## config.mk

```make
export PLATFORM = sky130hd
export DESIGN_NAME = instr_fetch_queue
export DESIGN_NICKNAME = d
export VERILOG_FILES = /design/src/rtl/instr_fetch_queue.sv
export SDC_FILE = /design/constraint.sdc
export NUM_CORES = 2
export LEC_CHECK = 0
export BUFFER_PORTS_ARGS = -buffer_cell sky130_fd_sc_hd__buf_2
export CAP_MARGIN = 10
export CELL_PAD_IN_SITES_DETAIL_PLACEMENT = 0
export CELL_PAD_IN_SITES_GLOBAL_PLACEMENT = 2
export CORE_ASPECT_RATIO = 1.1
export CORE_MARGIN = 3
export CORE_UTILIZATION = 50
export CTS_CLUSTER_DIAMETER = 200
export DETAILED_ROUTE_END_ITERATION = 10
export MAX_ROUTING_LAYER = met4
export PLACE_DENSITY = 0.77
export SKIP_LAST_GASP = 1
export SYNTH_ARGS = -nofsm -noshare
export SYNTH_HDL_FRONTEND = slang
export SYNTH_SLANG_ARGS = --single-unit
```

## constraint.sdc

```tcl
create_clock -name clk -period 4.9 [get_ports clk]
set_clock_uncertainty 0.15 [all_clocks]
set_input_delay 0.49 -clock clk [delete_from_list [all_inputs] [get_ports clk]]
set_output_delay 0.49 -clock clk [all_outputs]
set_load 0.05 [all_outputs]
```

## src/rtl/instr_fetch_queue.sv

```systemverilog
// Instruction RAM with sequential auto-fetch into a QDEPTH-entry queue; head entry presented pre-split.
// Optional IFQ_STATS_EN adds saturating pop (fetch_count) and redirect (flush_count) counters.
module instr_fetch_queue #(
    parameter int unsigned ADDR_W = 6,
    parameter int unsigned QDEPTH = 4
) (
    input  logic              clk,
    input  logic              rst,
    input  logic              start,
    input  logic              load_en,
    input  logic [ADDR_W-1:0] load_addr,
    input  logic [31:0]       load_data,
    input  logic              redirect_valid,
    input  logic [31:0]       redirect_pc,
    input  logic              out_ready,
    output logic              out_valid,
    output logic [31:0]       out_pc,
    output logic [31:0]       out_instr,
    output logic [5:0]        out_op,
    output logic [4:0]        out_rs,
    output logic [4:0]        out_rt,
    output logic [4:0]        out_rd,
    output logic [5:0]        out_funct,
    output logic [15:0]       out_imm,
    output logic              busy
`ifdef IFQ_STATS_EN
    ,
    output logic [31:0]       fetch_count,
    output logic [15:0]       flush_count
`endif
);

    localparam int unsigned DEPTH = 1 << ADDR_W;
    localparam int unsigned PTR_W = $clog2(QDEPTH);
    localparam int unsigned CNT_W = $clog2(QDEPTH + 1);

    typedef enum logic {
        S_IDLE = 1'b0,
        S_RUN  = 1'b1
    } state_t;

    state_t             r_state;
    logic [31:0]        r_pc;
    logic               r_rd_valid;
    logic [31:0]        r_rd_pc;
    logic [31:0]        r_rd_data;
    logic [31:0]        r_mem     [DEPTH];
    logic [31:0]        r_q_pc    [QDEPTH];
    logic [31:0]        r_q_instr [QDEPTH];
    logic [PTR_W-1:0]   r_head;
    logic [PTR_W-1:0]   r_tail;
    logic [CNT_W-1:0]   r_count;

    logic [ADDR_W-1:0]  w_addr;
    logic [CNT_W:0]     w_occ;
    logic               w_issue;
    logic               w_push;
    logic               w_pop;
    logic [31:0]        w_head_instr;

    function automatic logic [PTR_W-1:0] ptr_inc(input logic [PTR_W-1:0] p);
        return (p == PTR_W'(QDEPTH - 1)) ? '0 : p + PTR_W'(1);
    endfunction

    // Occupancy includes the in-flight read so a full queue can never be overrun.
    assign w_addr  = r_pc[ADDR_W+1:2];
    assign w_occ   = (CNT_W+1)'(r_count) + (CNT_W+1)'(r_rd_valid);
    assign w_issue = (r_state == S_RUN) && !load_en && !redirect_valid
                     && (w_occ < (CNT_W+1)'(QDEPTH));
    assign w_push  = r_rd_valid && !redirect_valid;
    assign w_pop   = out_valid && out_ready && !redirect_valid;

    // Control: FSM, PC, read stage and queue pointers.
    always_ff @(posedge clk) begin
        if (rst) begin
            r_state    <= S_IDLE;
            r_pc       <= '0;
            r_rd_valid <= 1'b0;
            r_rd_pc    <= '0;
            r_head     <= '0;
            r_tail     <= '0;
            r_count    <= '0;
        end else begin
            if (r_state == S_IDLE && start) begin
                r_state <= S_RUN;
            end

            if (redirect_valid) begin
                r_pc <= redirect_pc & ~32'd3;
            end else if (r_state == S_IDLE && start) begin
                r_pc <= '0;
            end else if (w_issue) begin
                r_pc <= r_pc + 32'd4;
            end

            r_rd_valid <= w_issue;
            if (w_issue) begin
                r_rd_pc <= r_pc;
            end

            if (redirect_valid) begin
                r_head  <= r_tail;
                r_count <= '0;
            end else begin
                if (w_push) r_tail <= ptr_inc(r_tail);
                if (w_pop)  r_head <= ptr_inc(r_head);
                case ({w_push, w_pop})
                    2'b10:   r_count <= r_count + CNT_W'(1);
                    2'b01:   r_count <= r_count - CNT_W'(1);
                    default: r_count <= r_count;
                endcase
            end
        end
    end

    // Instruction RAM: a load write and a fetch read never share a cycle.
    always_ff @(posedge clk) begin
        if (load_en) begin
            r_mem[load_addr] <= load_data;
        end
        if (w_issue) begin
            r_rd_data <= r_mem[w_addr];
        end
    end

    always_ff @(posedge clk) begin
        if (w_push) begin
            r_q_pc[r_tail]    <= r_rd_pc;
            r_q_instr[r_tail] <= r_rd_data;
        end
    end

    assign out_valid    = (r_count != '0);
    assign out_pc       = out_valid ? r_q_pc[r_head] : '0;
    assign w_head_instr = out_valid ? r_q_instr[r_head] : '0;
    assign out_instr    = w_head_instr;
    assign out_op       = w_head_instr[31:26];
    assign out_rs       = w_head_instr[25:21];
    assign out_rt       = w_head_instr[20:16];
    assign out_rd       = w_head_instr[15:11];
    assign out_funct    = w_head_instr[5:0];
    assign out_imm      = w_head_instr[15:0];
    assign busy         = (r_state == S_RUN);

`ifdef IFQ_STATS_EN
    always_ff @(posedge clk) begin
        if (rst) begin
            fetch_count <= '0;
            flush_count <= '0;
        end else begin
            if (w_pop && fetch_count != '1) begin
                fetch_count <= fetch_count + 32'd1;
            end
            if (redirect_valid && flush_count != '1) begin
                flush_count <= flush_count + 16'd1;
            end
        end
    end
`endif

endmodule

```

==> metrics <==
core box area ~0.18 mm^2; area delta synth->final 13.8%; Crit path largest cell delay 0.87 ns; Synth top area share approximately three quarters; sw power 8900 uW; Hold WS 0.130 ns; Clock power frac 41.2%; area leader, netlist edfxtp_1; die width between 400 and 500 um; register area share after synthesis between 70% and 80%; Logic pwr share ~5.4%; CTS H-tree lvls 4; chip height about 460 um; post-route ant nets 0; CP max-delay cell dfxtp_4; dpl hpwl around 130 mm; Max Fclk between 200 and 250 MHz; synth unique cells 60; final instance area around 0.10 mm^2; number of synthesized flops with an enable pin roughly 2,300; Cells after DPL 6,623; Clock Root Buffer clkbuf_16; Crit path top cell by count mux4_2; Filler cells between 10,000 and 15,000; DR WL/cell between 30 and 40 um; switch share a little over a fifth; Synth Area per Inst roughly 22 um^2; async set-reset flop share out of synthesis 0%; CP Max Fanout 29; most area-consuming cells after synthesis edfxtp_1 76%, mux4_2 15%, dfxtp_1 1.5%; Final Hold Vio Count 0; Crit Path Class reg2reg; Die ar. between 0.15 and 0.2 mm^2; max-cap check violation count 0; Post-synth top flop edfxtp_1; cell area after synthesis about 0.092 mm^2; Clk pin slew, worst setup/hold paths about 0.060 ns; gpl congestion roughly 0.8; # nets final between 4,000 and 5,000; layout cells sized above 1 between 30% and 40%; Reg power frac around 53%; slew margin rel. between 15 and 20%; Critical Path RT 5.24 ns; Setup Buffers After CTS 0; Final Instance Count excl. Fillers between 7,000 and 8,000; hold crit path type in2reg; P_int between 30,000 and 40,000 uW; final count of negative-setup-slack endpoints 0; total power ~43,000 uW; Startpoint Class register; VDD IR max approximately 0.33 mV; Leakage between 0.03 and 0.04 uW; slew of the pin with the lowest slew margin around 1.3 ns; Crit. End Element register; yosys warns 0; DR vias/cell 6.17; GRT Overall Usage roughly 25%; placed cell areas approximately 0.097 mm^2; fin. max-slew vios 0; Clock Sinks roughly 2,400; synthesized flop and latch total roughly 2,400; number of remaining DRC errors 0; total routed wirelength around 230 mm; period utilisation layout between 80 and 90%; RSZ-0062 raised after global routing false; CP cell instances buf_12 > mux4_2 > mux4_2 > o21ai_0 > buf_4 > o21ai_1; Mapped Cells 4,101; I/O Buffers 180; std cell rows between 150 and 200; Final min period 4.24 ns; largest delay contributor family on the critical path multiplexers; TNS Setup 0 ns; vias in the first global route roughly 44,000; first-pass GRT wire length about 320 mm; drt first pass iters 5; CTS buffer count 225; largest net degree at the start of global routing 77; Worst EP arrival around 4.6 ns; WP buf/inv 2; Reg2Reg Setup Slack roughly 0.66 ns; initial antenna violation count 9; Ports roughly 190; CTS tree done; vias post-DR between 40,000 and 50,000; cell area power density approximately 410 mW/mm^2; Initial Utilization 50.6%; grt total ovfl 0; initial detailed-routing violation count about 5,100; status completed; Worst-Skew Late Latency about 0.86 ns; clock buffer depth 3
cells by family (layout without fill, tap and decap cells):
logic type	Yosys count	after routing	synth area share, %
xor gates and xnor gates	8	8	0.0760
AOI/OAI and AO/OA	270	270	1.95
DFF	2399	2399	77.3
other	1	9	0.00407
and+or+nand+nor	377	377	2.01
adders and majority gates	8	8	0.117
muxes	747	747	16.8
buffers and inverters	291	874	1.70
layout by cell type, fill, tap and decap left out, types with 15 or more instances in the layout:
master,synthesis,layout
nor3_1,32,30
inv_1,16,15
and2_1,67,63
mux4_2,633,633
a221o_1,16,16
mux2_2,22,22
buf_2,69,180
dlygate4sd3_1,0,37
a21oi_1,87,87
bufinv_16,0,26
nor2_4,0,62
edfxtp_1,2328,2328
clkinv_1,0,55
clkbuf_1,94,39
buf_4,69,181
clkbuf_16,0,232
buf_12,1,31
mux2i_1,88,88
clkinv_2,0,56
o22ai_1,17,17
dfxtp_1,71,63
a211oi_1,23,23
o21ai_0,27,27
nand2_1,113,113
nor2_1,92,30
metrics by stage:
| stage | utilization, % | worst slack, ns |
|---|---|---|
| 2_1_floorplan | - | 1.07 |
| 3_3_place_gp | 53.2 | 0.641 |
| 3_5_place_dp | 53.2 | 0.681 |
| 4_1_cts | 57.5 | 0.667 |
| 5_1_grt | 57.5 | 0.712 |
| 6_report | 57.5 | 0.665 |
synthesized netlist by cell type (all sizes together) (2+ instances only):
master,number
a31oi,5
xor2,5
a221oi,14
a21o,3
nor3b,11
nand2,113
or3,2
ha,7
buf,181
nor2b,8
mux2,22
a221o,16
o211ai,14
dfxtp,71
and3,6
clkbuf,94
a21oi,87
and4,5
nor2,92
o22ai,17
o21ai,38
a32o,4
nand2b,12
mux4,637
nand4,5
a211oi,23
mux2i,88
and2,67
xnor2,3
inv,16
edfxtp,2328
nand3b,5
nand3,14
o221ai,11
nor3,32
a311oi,13
a22o,5
o21a,2
a22oi,14
power by group through the flow:
stage          Clock [uW]  Combinational, uW  Sequential (uW)
4_1_cts             17800               2320            22700
6_report            17500               2300            22700
3_5_place_dp            0               2290            23200
3_3_place_gp            0               2270            23200
2_1_floorplan           0               1370            23100
5_1_grt             18600               2430            22700
metal layers:
metal | part of all wire, % | global-route usage [%] | up-vias
met2 | 49 | 38.4 | 1859
met1 | 41 | 34.2 | 23600
met3 | 7.3 | 4.01 | 317
li1 | - | - | 18100
met5 | 0 | - | -
met4 | 3.0 | 7.46 | 0
sequential cells by signal (all words and copies together), names as in the netlist, 3 cells and up, named ones only:
name       cells
r_rd_data     32
r_count        3
r_pc          30
r_q_pc       120
r_rd_pc       30
r_q_instr    128
r_mem       2048
area by class of cell:
type / count / area [um^2] / area share, %
timing repair buffer: 429 / 3250 / 3.10
antenna: 7 / 17.5 / 0.0167
sequential: 2399 / 71400 / 68.0
clock inverter: 155 / 1470 / 1.40
inverter: 16 / 60.1 / 0.0572
multi-input combinational: 1412 / 19800 / 18.9
clock buffer: 274 / 5990 / 5.71
tap: 2407 / 3010 / 2.87
worst paths after layout:
path,startpoint,to,cells after the start
max,r_pc[2]$_SDFFE_PP0P_,r_rd_data[25]$_DFFE_PP_,6
min,load_data[12],r_mem[10][12]$_DFFE_PP_,2
max reg2reg,r_pc[2]$_SDFFE_PP0P_,r_rd_data[25]$_DFFE_PP_,6
min reg2reg,r_pc[16]$_SDFFE_PP0P_,r_rd_pc[16]$_SDFFE_PP0P_,2
timing repair:
item | in CTS | in global routing
resized for setup | 0 | 0
hold buffers | 34 | 3
endpoints found under the hold margin | 34 | 45
Power figures use the tool's default switching activity.
